[src/rtl/microwave_pkg.sv]
// Shared types and constants for the microwave oven front-panel controller:
// FSM state encoding, BCD digit type, 7-segment code table and keypad helpers.
package microwave_pkg;

    // Controller states: time entry, counting down, and held/paused.
    typedef enum logic [1:0] {
        IDLE  = 2'd0,
        COOK  = 2'd1,
        PAUSE = 2'd2
    } state_t;

    // One BCD display digit.
    typedef logic [3:0] bcd_t;

    // Segment patterns {g,f,e,d,c,b,a}, active-high, for digits 0..9.
    localparam logic [6:0] SEG_CODES [10] = '{
        7'h3F, 7'h06, 7'h5B, 7'h4F, 7'h66,
        7'h6D, 7'h7D, 7'h07, 7'h7F, 7'h6F
    };

    // Pattern shown for a non-decimal nibble (cannot occur from keypad entry).
    localparam logic [6:0] SEG_BLANK = 7'h00;

    // Highest value the seconds-tens digit takes after a minute borrow.
    localparam bcd_t TENS_WRAP = 4'd5;

    // Highest value of a decimal digit, used on an ones-digit borrow.
    localparam bcd_t ONES_WRAP = 4'd9;

    // Convert a one-hot keypad code into the digit it represents.
    // Only meaningful when exactly one bit is set; the caller checks that.
    function automatic bcd_t onehot_to_bcd(input logic [9:0] keys);
        bcd_t digit;
        digit = '0;
        for (int i = 0; i < 10; i++) begin
            if (keys[i]) begin
                digit = i[3:0];
            end
        end
        return digit;
    endfunction

endpackage

[src/rtl/bcd_to_7seg.sv]
// Combinational BCD to 7-segment decoder, segments {g,f,e,d,c,b,a} active-high.
// Nibbles above 9 blank the digit.
module bcd_to_7seg
    import microwave_pkg::*;
(
    input  bcd_t       digit,
    output logic [6:0] segs
);

    // Table lookup of the segment pattern for the incoming digit.
    always_comb begin
        segs = SEG_BLANK;
        for (int i = 0; i < 10; i++) begin
            if (digit == i[3:0]) begin
                segs = SEG_CODES[i];
            end
        end
    end

endmodule

[src/rtl/microwave_oven.sv]
// Microwave oven front-panel controller: keypad time entry, START/STOP/door
// FSM, once-per-second BCD countdown and three 7-segment digit outputs.
// Optional feature: define DOOR_AUTO_RESUME_EN to let a door re-close resume
// cooking when the pause was caused by opening the door.
module microwave_oven
    import microwave_pkg::*;
#(
    parameter int TICKS_PER_SEC = 50
) (
    input  logic       clk,
    input  logic       clearn,
    input  logic [9:0] keypad,
    input  logic       startn,
    input  logic       stopn,
    input  logic       door_closed,
    output logic       mag,
    output logic [6:0] sec_ones_segs,
    output logic [6:0] sec_tens_segs,
    output logic [6:0] min_segs
);

    // Prescaler width; TICKS_PER_SEC >= 2 so this is at least one bit.
    localparam int PW = $clog2(TICKS_PER_SEC);
    localparam logic [PW-1:0] PRESC_LAST = PW'(TICKS_PER_SEC - 1);

    state_t        state;
    state_t        state_next;
    logic [PW-1:0] presc;
    logic [9:0]    key_prev;
    bcd_t          min_d;
    bcd_t          tens_d;
    bcd_t          ones_d;

    logic          key_hit;
    logic          time_zero;
    logic          cook_run;
    logic          sec_tick;
    logic          last_sec;
    logic          cook_entry;
    logic          clear_time;

`ifdef DOOR_AUTO_RESUME_EN
    logic          door_prev;
    logic          pause_door;
    logic          door_rise;
`endif

    // ------------------------------------------------------------------
    // Qualifiers shared by the FSM and the datapath
    // ------------------------------------------------------------------

    // A key registers only in IDLE, on the transition from no key to a single key.
    assign key_hit    = (state == IDLE) && (key_prev == '0) && $onehot(keypad);
    assign time_zero  = (min_d == '0) && (tens_d == '0) && (ones_d == '0);

    // COOK cycles that actually keep cooking (no stop request, door shut);
    // on any other COOK cycle the FSM leaves for PAUSE and time is frozen.
    assign cook_run   = (state == COOK) && stopn && door_closed;
    assign sec_tick   = cook_run && (presc == PRESC_LAST);
    assign last_sec   = sec_tick && (min_d == '0) && (tens_d == '0) && (ones_d == 4'd1);
    assign cook_entry = (state_next == COOK) && (state != COOK);
    assign clear_time = (state == PAUSE) && !stopn;

`ifdef DOOR_AUTO_RESUME_EN
    assign door_rise  = door_closed && !door_prev;
`endif

    // ------------------------------------------------------------------
    // FSM
    // ------------------------------------------------------------------

    // State register; clearn returns the panel to time entry.
    always_ff @(posedge clk or negedge clearn) begin
        if (!clearn) begin
            state <= IDLE;
        end else begin
            state <= state_next;
        end
    end

    // Next-state logic; STOP always wins over START when both are pressed.
    always_comb begin
        state_next = state;
        case (state)
            IDLE: begin
                if (stopn && !startn && door_closed && !time_zero) begin
                    state_next = COOK;
                end
            end
            COOK: begin
                if (!stopn || !door_closed) begin
                    state_next = PAUSE;
                end else if (last_sec) begin
                    state_next = IDLE;
                end
            end
            PAUSE: begin
                if (!stopn) begin
                    state_next = IDLE;
                end else if (!startn && door_closed) begin
                    state_next = COOK;
`ifdef DOOR_AUTO_RESUME_EN
                end else if (pause_door && door_rise) begin
                    state_next = COOK;
`endif
                end
            end
            default: begin
                state_next = IDLE;
            end
        endcase
    end

    // Magnetron enable; the door switch gates it directly so opening the
    // door kills power without waiting for a clock edge.
    always_comb begin
        mag = (state == COOK) && door_closed;
    end

`ifdef DOOR_AUTO_RESUME_EN
    // Remember the door level and whether the current pause came from the door.
    always_ff @(posedge clk or negedge clearn) begin
        if (!clearn) begin
            door_prev  <= 1'b0;
            pause_door <= 1'b0;
        end else begin
            door_prev <= door_closed;
            if (state == COOK && state_next == PAUSE) begin
                pause_door <= stopn && !door_closed;
            end else if (state != PAUSE) begin
                pause_door <= 1'b0;
            end
        end
    end
`endif

    // ------------------------------------------------------------------
    // Keypad edge register
    // ------------------------------------------------------------------

    // Previous keypad sample; a held key or a chord must return to all-zero
    // before another digit can register.
    always_ff @(posedge clk or negedge clearn) begin
        if (!clearn) begin
            key_prev <= '0;
        end else begin
            key_prev <= keypad;
        end
    end

    // ------------------------------------------------------------------
    // One-second prescaler
    // ------------------------------------------------------------------

    // Counts cooking cycles; restarts on every entry into COOK so the first
    // decrement lands a full second after START.
    always_ff @(posedge clk or negedge clearn) begin
        if (!clearn) begin
            presc <= '0;
        end else if (cook_entry) begin
            presc <= '0;
        end else if (cook_run) begin
            if (sec_tick) begin
                presc <= '0;
            end else begin
                presc <= presc + PW'(1);
            end
        end
    end

    // ------------------------------------------------------------------
    // BCD time register: key shift-in and countdown
    // ------------------------------------------------------------------

    // Time digits: cleared by STOP from PAUSE, shifted left on a key, and
    // decremented with borrow (ones 0->9, tens 0->5) once per second.
    always_ff @(posedge clk or negedge clearn) begin
        if (!clearn) begin
            min_d  <= '0;
            tens_d <= '0;
            ones_d <= '0;
        end else if (clear_time) begin
            min_d  <= '0;
            tens_d <= '0;
            ones_d <= '0;
        end else if (key_hit) begin
            min_d  <= tens_d;
            tens_d <= ones_d;
            ones_d <= onehot_to_bcd(keypad);
        end else if (sec_tick) begin
            if (ones_d != '0) begin
                ones_d <= ones_d - 4'd1;
            end else begin
                ones_d <= ONES_WRAP;
                if (tens_d != '0) begin
                    tens_d <= tens_d - 4'd1;
                end else begin
                    tens_d <= TENS_WRAP;
                    min_d  <= min_d - 4'd1;
                end
            end
        end
    end

    // ------------------------------------------------------------------
    // Display decoders
    // ------------------------------------------------------------------

    bcd_t       disp_digit [3];
    logic [6:0] disp_segs  [3];

    assign disp_digit[0] = ones_d;
    assign disp_digit[1] = tens_d;
    assign disp_digit[2] = min_d;

    genvar gi;
    generate
        for (gi = 0; gi < 3; gi++) begin : g_digit
            bcd_to_7seg u_dec (
                .digit (disp_digit[gi]),
                .segs  (disp_segs[gi])
            );
        end
    endgenerate

    assign sec_ones_segs = disp_segs[0];
    assign sec_tens_segs = disp_segs[1];
    assign min_segs      = disp_segs[2];

endmodule

[config.mk]
export PLATFORM = sky130hd
export DESIGN_NAME = microwave_oven
export DESIGN_NICKNAME = d
export VERILOG_FILES = /design/src/rtl/microwave_pkg.sv /design/src/rtl/bcd_to_7seg.sv /design/src/rtl/microwave_oven.sv
export SDC_FILE = /design/constraint.sdc
export NUM_CORES = 1
export LEC_CHECK = 0
export CORE_MARGIN = 2
export CORE_UTILIZATION = 49
export CTS_CLUSTER_DIAMETER = 80
export DETAILED_ROUTE_END_ITERATION = 10
export PLACE_DENSITY = 0.79
export REMOVE_ABC_BUFFERS = 1
export SYNTH_ARGS = -nofsm -noshare
export SYNTH_HDL_FRONTEND = slang
export SYNTH_SLANG_ARGS = --single-unit
[constraint.sdc]
create_clock -name clk -period 1.75 [get_ports clk]
set_input_delay 0.2625 -clock clk [delete_from_list [all_inputs] [get_ports clk]]
set_output_delay 0.2625 -clock clk [all_outputs]
set_load 0.05 [all_outputs]
After elaboration in Yosys (flattened, before gate mapping) --
Index checks and enable logic that the tools add are counted.
Cells by class: multiplexer cells 62, add/subtract/negate cells 13, equality and inequality tests 35, reduce and logical (&&, ||, !) cells 33
Operators by type and width (count):
- 7-bit two-way mux | 24
- 4-bit two-way mux | 22
- 6-bit two-way mux | 9
- 4-bit by 3-bit equality test with 1-bit output (second input constant) | 12
- 4-bit by 2-bit equality test with 1-bit output (second input constant) | 6
- 4-bit equality test (second input constant) | 6
- 1-bit logical AND | 17
- 4-bit by 1-bit equality test with 1-bit output (second input constant) | 4
- 4-bit zero test | 3
- 4-bit by 1-bit subtractor with 4-bit output (second input constant) | 3
- 1-bit by 1-bit adder with 2-bit output | 5
- 10-bit zero test | 1
- 2-bit two-way mux | 5
- 4-bit nonzero test | 2
- 2-bit by 2-bit adder with 3-bit output | 2
- 6-bit by 1-bit adder with 6-bit output (second input constant) | 1
- 6-bit equality test (second input constant) | 1
- 3-bit != test (second input constant) | 2
- 2-bit one-hot mux with 3 select lines | 1
- 3-bit by 3-bit adder with 4-bit output | 1
- 4-bit by 2-bit adder with 4-bit output | 1
- 2-bit by 1-bit equality test with 1-bit output (second input constant) | 2
- 1-bit zero test | 4
- 3-bit AND reduction | 1
- 8 further kinds | 8
Word-level totals: input port bits 15, register bits after elaboration 30

Logic depth before layout (Yosys ltp) --
Gate-level depths: netlist (run 1).
word-level depth 13, mapped depth 14

By module --
A second synthesis (run 1) with hierarchy kept.
Unflattened totals: cells, all modules 242, area total of the unflattened synthesis 2249.7 um^2
By module, submodules not included:
- microwave_oven | instances 1, sequential area each 750.7 um^2, area an instance 1731.7 um^2, cells an instance 173
- bcd_to_7seg | instances 3, sequential area each 0.0 um^2, area an instance 172.7 um^2, cells an instance 23

Least setup slack after synthesis (run 1) --
No wires, ideal clock.
path kind input -> register, from input port keypad[0], to register min_d[0], buffers on the path 1, data arrival time 3373 ps, stages 14, path slack -1758 ps, path through fa_1 > fa_1 > inv_1 > fa_1 > inv_1 > ha_1 > inv_1 > fa_1 > a211oi_1 > nor2_1 > or3_1 > clkbuf_1 > o21ai_0 > a21oi_1
On the way: cells in the longest elaborated chain, start to end 8, elaborated cells on any way between the ends 12
Ends and longest elaborated chain:
- start: declaration | RTL line microwave_oven.sv:12 | input logic [9:0] keypad,
- 1-bit by 1-bit adder with 2-bit output (implied by the code) * | RTL line microwave_oven.sv:53 | assign key_hit = (state == IDLE) && (key_prev == '0) && $onehot(keypad);
- 2-bit by 2-bit adder with 3-bit output (implied by the code) * | RTL line microwave_oven.sv:53
- 3-bit by 3-bit adder with 4-bit output (implied by the code) * | RTL line microwave_oven.sv:53
- 4-bit by 2-bit adder with 4-bit output (implied by the code) * | RTL line microwave_oven.sv:53
- 4-bit by 1-bit equality test with 1-bit output * | RTL line microwave_oven.sv:53
- 1-bit logical AND * | RTL line microwave_oven.sv:53
- 3-bit != test (no line), or another cell as far along
- 3-bit AND reduction (no line) or 4-bit two-way mux (tied branches)
- end signal: assignment | RTL line microwave_oven.sv:187 | min_d <= tens_d;
- end signal: assignment | RTL line microwave_oven.sv:199 | min_d <= min_d - 4'd1;
- end: declaration | RTL line microwave_oven.sv:30 | bcd_t min_d;
Mark *: on every way between the ends. The rest lies on a longest branch, timed or not. A chain may end at the register's enable or synchronous reset.

Worst setup path after layout (run 1) --
from input port keypad[3], to register ones_d[2]
On the way: cells in the longest elaborated chain, start to end 9, elaborated cells on any way between the ends 16
Ends and longest elaborated chain:
- branches (longest 9 deep; another with 3-bit by 3-bit adder with 4-bit output)
- end signal: assignment | RTL line microwave_oven.sv:189 | ones_d <= onehot_to_bcd(keypad);
- end signal: assignment | RTL line microwave_oven.sv:192 | ones_d <= ones_d - 4'd1;
- end: declaration | RTL line microwave_oven.sv:32 | bcd_t ones_d;
Several ways; the timed one is not identified.

==> implementation parameters, run 1 <==
Parameter                              Value

Clock tree
  Clock latency reported for the late side of the worst-skew pair    0.29 ns
  Number of buffers on the longest clock path    2
  Clock sink total    30
  Register clock-pin slew on the reported worst setup and hold paths    0.07 ns
  Number of H-tree levels    2
  Post-CTS Hold Fix Bufs    0
  CTS Buf Count    5
  TritonCTS clock tree    built
  Clock tree root driver cell    clkbuf_8

Routing
  Final wirelength    11200 um
  Drt via density    6.92
  Detailed-route DRC error count    0
  Antenna violation net count after detailed routing    0
  Via count    3043
  Initial DRT Pass Iterations    5
  Number of DRC markers in iteration 0    361
  Final routed wire length divided by cell count    25.3 um

Die
  Initial cell density of the core    50.1%
  Die ar.    5340 um^2
  Core Box Area    4660 um^2
  Die outline height    73.1 um
  Horizontal die dimension    73.1 um
  Io pins    37
  Number of placement rows    25

Timing
  Timing-limited maximum frequency    282 MHz
  Total negative setup slack    -25.07 ns
  Worst rel slew slack    50.9%
  Fin. max-slew vios    0
  Setup Viol. Count Final    33
  Final worst clock skew    0.0110 ns
  Fin crit period    3.55 ns
  Setup repair after global routing missed its margin    true
  Crit path setup slack, layout    -1.80 ns
  Share of the clock period used by the worst path after layout    203%
  Slew at the pin closest to its max-slew limit    0.730 ns
  Final number of hold-violating endpoints    0
  Minimum hold slack    0.0885 ns

Worst hold path
  Hold WC Path Type    primary input to flip-flop
  Worst-case hold path end point    key_prev[0]
  Startpoint of the lowest-slack hold path    keypad[0]
  Depth of the worst hold-timing path    1

Layout
  Layout cell share with drive strength beyond 1    55.4%
  Number of antenna repair diodes    0
  Number of fill cells    156
  Final #Nets    414
  Area growth from synthesis to layout    83.5%

Setup path
  Category of the most critical setup path    primary input to flip-flop
  R2r startpoint    presc[1]
  Critical Path Max Stage Delay    0.53 ns
  Critical path required time    1.94 ns
  Worst Path Arrival    3.74 ns
  Library cell appearing most often on the critical path    fa_1
  Crit-path max FO    5
  Critical path startpoint category    primary input
  CP Capture Type    flip-flop
  Register-to-Register Path Depth    8
  Capturing point of the worst reg2reg path    ones_d[2]
  Critical path cell sequence    buf_6, fa_1, fa_1, inv_1, fa_1, inv_1, ha_2, inv_2, fa_2, nand4_1, buf_4, nor3_2, buf_4, a211oi_2, a211oi_2
  Library cell contributing the largest single delay on the critical path    fa_2
  FF-to-FF setup slack    -0.48 ns

Synthesis
  Number of warnings reported in the yosys synthesis log    0
  Number of flip-flops and latches in the synthesized netlist    30
  Sequential fraction of the synthesis area    32.1%
  Number of flops mapped to enable cells by yosys    0
  Mean post-synth cell area    8.53 um^2
  Most instantiated flip-flop cell in the synthesis netlist    dfrtp_1
  Library cells used by synthesis    53
  Share of synthesized flip-flops with an asynchronous set or reset    100%
  Post-Synthesis Cells    274
  Netlist area before placement    2340 um^2

Pwr
  Worst-case vdd ir drop    0.994 mV
  Power per cell area    1110 nW/um^2
  Reported leakage power    1.88 nW
  Post-layout power    4.74 mW

GRT
  Residual overflow from global routing    0
  Number of antenna violations at the first check in global routing    0
  Vias in the first global route    2716
  Overall global routing resource usage    31.0%
  Maximum number of pins on one net before global-route repair    31
  First-pass GRT wire length    12700 um

Outcome
  Failing checks    negative setup slack
  Run status    finished, violations left

Place
  # port buffers    36
  RD Place Congestion    0.886
  Pre-CTS worst setup slack    -2.41 ns
  Placed wire-length estimate    4270 um

Flow run
  Max-cap violation count    0
## cells in the final DEF (no fill, tap or decap), drive strengths merged, types with 4 or more instances in the layout
master / instances
nor4: 6
fa: 6
nor3: 8
o21ai: 15
o21a: 5
nor2b: 8
a211oi: 9
xor2: 6
a21oi: 29
nor2: 22
dfrtp: 30
o22ai: 5
or3: 7
ha: 8
clkbuf: 10
clkdlybuf4s50: 8
nand3: 5
nand2: 15
nand2b: 4
inv: 15
buf: 113
## logic make-up (layout without fill, tap and decap cells)
logic type               count (synthesis)  after routing  share of synthesized area, %
flip-flops                              30             30                          32.1
AND/OR/NAND/NOR                         97             98                          24.8
AO/OA/AOI/OAI                           84             84                          22.7
buffers and inverters                   37            148                          6.32
XOR/XNOR                                 9              9                          3.37
adder cells (fa/ha/maj)                 14             14                          9.42
multiplexers                             3              3                          1.28
## flip-flops by register name, summed over array words and instances (netlist names)
signal,cells
key_prev,10
tens_d,4
ones_d,4
presc,6
min_d,4
state,2
## report_power, final
group	leakage, nW	switching (mW)	internal, mW	total [mW]
Clock	0.0482	0.272	0.317	0.589
Sequential	0.385	0.0701	0.756	0.827
Combinational	1.44	1.79	1.53	3.32
Total	1.88	2.13	2.60	4.74
## how the worst max path moves through the flow
| stage | startpoint | endpoint | depth (start not counted) |
|---|---|---|---|
| 5_1_grt | keypad[3] | ones_d[2] | 15 |
| 2_1_floorplan | keypad[0] | tens_d[1] | 13 |
| 3_5_place_dp | keypad[1] | min_d[0] | 14 |
| 3_3_place_gp | keypad[1] | tens_d[2] | 14 |
| 6_report | keypad[3] | ones_d[2] | 15 |
| 4_1_cts | keypad[9] | ones_d[3] | 15 |
## through the flow
step	utilization [%]	std cells	cell area, um^2
final	92.0	440	4290
after global routing	92.0	440	4290
after CTS	82.8	428	3860
after detailed placement	70.1	392	3270
after global placement	70.1	392	3270
after floorplan	-	253	2250
## cells in the mapped netlist, drive strengths merged (4+ instances only)
master  count  area, um^2
dfrtp      30         751
a21oi      29         149
nor2       22        82.6
inv        16        60.1
clkbuf     15        56.3
nand2      15        58.8
o21ai      15        75.1
a211oi      9        67.6
ha          8         100
nor2b       8        50.1
nor3        8        40.0
buf         6        31.3
fa          6         120
nor4        6        67.6
or3         6        37.5
xor2        6        52.6
nand3       5        25.0
o21a        5        37.5
o22ai       5        31.3
nand2b      4        25.0
## what timing repair did
| item | CTS | global route |
|---|---|---|
| pin swaps | 40 | 30 |
| buffers inserted | 25 | 12 |
| cloned | 3 | 1 |
| resized for setup | 109 | 71 |
| endpoints found under the setup margin | 31 | 39 |
## cell type report
type	instances	area (um^2)	area share, %
multi-input combinational	208	1960	45.8
timing repair buffer	124	1340	31.2
sequential	30	757	17.7
clock buffer	7	86.3	2.01
inverter	16	72.6	1.69
tap	54	67.6	1.58
clock inverter	1	5.00	0.117
## per-layer routing
metal / GRT usage [%] / vias to the layer above / wire, um
met1: 37.2 / 1446 / 3910
met4: 12.3 / 0 / 912
met2: 55.2 / 295 / 5310
li1: - / 1206 / -
met5: 0 / - / 0
met3: 4.83 / 96 / 1020
## worst max-delay path: cells and delay by family
family | cells | cell delay, ns
adders and majority gates | 5 | 2.20
AOI/OAI and AO/OA | 2 | 0.26
buffers and inverters | 6 | 0.70
and+or+nand+nor | 2 | 0.33
Note: power is estimated with default switching activity, not from simulation.
==> run 2, diff against run 1 <==
- CELL_PAD_IN_SITES_DETAIL_PLACEMENT: default -> 0
- CELL_PAD_IN_SITES_GLOBAL_PLACEMENT: default -> 1
- CORE_UTILIZATION: 49 -> 37
==> run 2 against run 1 <==
  * The run still ends with negative setup slack left
  * Combinational power decreased by 11%
  * Wire length shrank 41%
  * Power down 9.6%
  * Core utilization fell by 24 points
  * Critical endpoint unchanged
  * Sequential power about the same
  * Fmax increased by 7.0%
  * First-iteration DRC count is 78% lower
  * Largest power group unchanged
  * Clock skew down 0.0041 ns
  * Clock power down 13%
  * Via count down 21%
==> implementation parameters, run 2 (synthesis gave the netlist of run 1 again) <==
Parameter                              Value

Die
  Core Box Area    6030 um^2 (was 4660 um^2)
  Die ar.    6970 um^2 (was 5340 um^2)
  Initial cell density of the core    38.8% (was 50.1%)
  Die outline height    83.5 um (was 73.1 um)
  Io pins    37 (unchanged)
  Number of placement rows    28 (was 25)
  Horizontal die dimension    83.5 um (was 73.1 um)

Setup path
  Worst Path Arrival    3.51 ns (was 3.74 ns)
  First element of the critical path    keypad[0] (was keypad[3])
  Critical path startpoint category    primary input (unchanged)
  R2r startpoint    ones_d[1] (was presc[1])
  FF-to-FF setup slack    -0.15 ns (was -0.48 ns)
  Category of the most critical setup path    primary input to flip-flop (unchanged)
  CP Capture Type    flip-flop (unchanged)
  Critical path required time    1.94 ns (about the same)
  Crit-path max FO    4 (was 5)

Layout
  Number of fill cells    457 (was 156)
  Area growth from synthesis to layout    74.2% (was 83.5%)
  Final standard cell area without fillers    4070 um^2 (was 4290 um^2)
  Final #Nets    401 (was 414)
  Layout cell share with drive strength beyond 1    49.7% (was 55.4%)
  Most frequent cells in the layout    buf_4, buf_6, dfrtp_1, buf_12, nor2_1 (was buf_4, dfrtp_1, buf_6, buf_12, nor2_1)
  Most flops, register    key_prev (unchanged)
  Finished Layout Cells    447 (was 440)
  Max FFs per register    10 (unchanged)
  Most frequent standard cell in the layout excluding fill and tap cells    buf_4 (unchanged)
  Total area of multi-input combinational cells    1820 um^2 (was 1960 um^2)
  Register Area    759 um^2 (was 757 um^2)
  Leading registers by flop count    key_prev (10), presc (6) (unchanged)
  Number of antenna repair diodes    0 (unchanged)

Timing
  Crit path setup slack, layout    -1.57 ns (was -1.80 ns)
  Setup repair after global routing missed its margin    true (unchanged)
  Timing-limited maximum frequency    301 MHz (was 282 MHz)
  Total negative setup slack    -19.93 ns (was -25.07 ns)
  Slew at the pin closest to its max-slew limit    0.414 ns (was 0.730 ns)
  Fin. max-slew vios    0 (unchanged)
  Setup Viol. Count Final    25 (was 33)
  Share of the clock period used by the worst path after layout    190% (was 203%)
  Fin crit period    3.32 ns (was 3.55 ns)
  Final worst clock skew    0.00684 ns (was 0.0110 ns)
  Worst rel slew slack    72.4% (was 50.9%)
  Final number of hold-violating endpoints    0 (unchanged)
  Minimum hold slack    0.0953 ns (was 0.0885 ns)

Pwr
  Power per cell area    1050 nW/um^2 (was 1110 nW/um^2)
  Worst-case vdd ir drop    2.17 mV (was 0.994 mV)
  Reported leakage power    1.79 nW (was 1.88 nW)

GRT
  Number of antenna violations at the first check in global routing    0 (unchanged)
  Vias in the first global route    2313 (was 2716)
  First-pass GRT wire length    10400 um (was 12700 um)
  Residual overflow from global routing    0 (unchanged)
  Maximum number of pins on one net before global-route repair    31 (unchanged)
  Overall global routing resource usage    18.0% (was 31.0%)

Place
  Placed wire-length estimate    4260 um (was 4270 um)
  Total placed cells including tap cells    417 (was 392)
  Placement Cell Area    3310 um^2 (was 3270 um^2)
  RD Place Congestion    0.840 (was 0.886)
  # port buffers    36 (unchanged)
  Pre-CTS worst setup slack    -2.42 ns (was -2.41 ns)

Clock tree
  TritonCTS clock tree    built (unchanged)
  Post-CTS Hold Fix Bufs    0 (unchanged)
  CTS Buf Count    5 (unchanged)
  Clock sink total    30 (unchanged)
  Clock latency reported for the late side of the worst-skew pair    0.28 ns (was 0.29 ns)
  Number of buffers on the longest clock path    2 (unchanged)
  Register clock-pin slew on the reported worst setup and hold paths    0.06 ns (was 0.07 ns)
  Number of H-tree levels    2 (unchanged)
  Clock tree root driver cell    clkbuf_8 (unchanged)

Routing
  Detailed-route DRC error count    0 (unchanged)
  Via count    2407 (was 3043)
  Final routed wire length divided by cell count    14.7 um (was 25.3 um)
  Antenna violation net count after detailed routing    0 (unchanged)
  Initial DRT Pass Iterations    4 (was 5)
  Drt via density    5.38 (was 6.92)
  Final wirelength    6560 um (was 11200 um)
  Number of DRC markers in iteration 0    80 (was 361)

Flow run
  Max-cap violation count    0 (unchanged)

Worst hold path
  Hold WC Path Type    primary input to flip-flop (unchanged)
  Startpoint of the lowest-slack hold path    keypad[0] (unchanged)

Outcome
  Failing checks    negative setup slack (unchanged)
  Run status    finished, violations left (unchanged)
[run 2: cell types whose count changed in the layout (fill, tap and decap cells not counted), moves of 3 or more]
cell / change
a211oi_4: -3
buf_6: +3
a21oi_1: +5
buf_4: -12
o21ai_0: +3
a211oi_1: +3
a21oi_4: -3
[run 2: layer usage]
metal	vias up	part of all wire (%)	track usage [%]
met3	7	2.7	2.77
met4	0	1.4	6.01
met1	1184	41	22.4
li1	1173	-	-
met5	-	0	0
met2	43	54	31.9
[run 2: path summary, 6_finish.rpt]
| path | end | cells after the start |
|---|---|---|
| min | key_prev[0] | 1 |
| min in group asynchronous | presc[5] | 2 |
| max | ones_d[2] | 15 |
| min reg2reg | presc[5] | 2 |
| max in group asynchronous | tens_d[3] | 2 |
| max reg2reg | tens_d[1] | 6 |
[run 2: what timing repair did]
action	CTS	global route
cloned	1	0
gates resized for setup	94	57
pin swaps	22	25
setup endpoints to repair	32	36
buffers inserted	16	8
[run 2: critical path: stages]
cell      delay, ns
buf_6          0.10
fa_1           0.50
fa_1           0.54
inv_2          0.04
fa_1           0.43
inv_1          0.07
ha_2           0.18
inv_2          0.04
fa_2           0.51
nand4_1        0.14
buf_4          0.20
nor3_4         0.17
buf_6          0.14
a211oi_2       0.04
a211oi_1       0.16
[run 2: final cells by class]
type | instances | area share [%]
Clock buffer | 7 | 1.87
Multi-Input combinational cell | 207 | 44.7
Sequential cell | 30 | 18.7
Timing Repair Buffer | 112 | 30.8
Inverter | 16 | 1.60
Tap cell | 75 | 2.30
[run 2: report_power, final]
part           switching [mW]  total, mW  internal, mW  leakage, nW
clock network           0.237      0.510         0.273       0.0383
logic                    1.50       2.95          1.45         1.37
registers              0.0662      0.825         0.759        0.382
[run 2: stage by stage]
step | total power, mW | util [%]
3_5_place_dp | 3.11 | 54.9
3_3_place_gp | 3.08 | 54.9
6_report | 4.28 | 67.6
2_1_floorplan | 2.07 | -
4_1_cts | 4.06 | 63.0
5_1_grt | 4.50 | 67.6
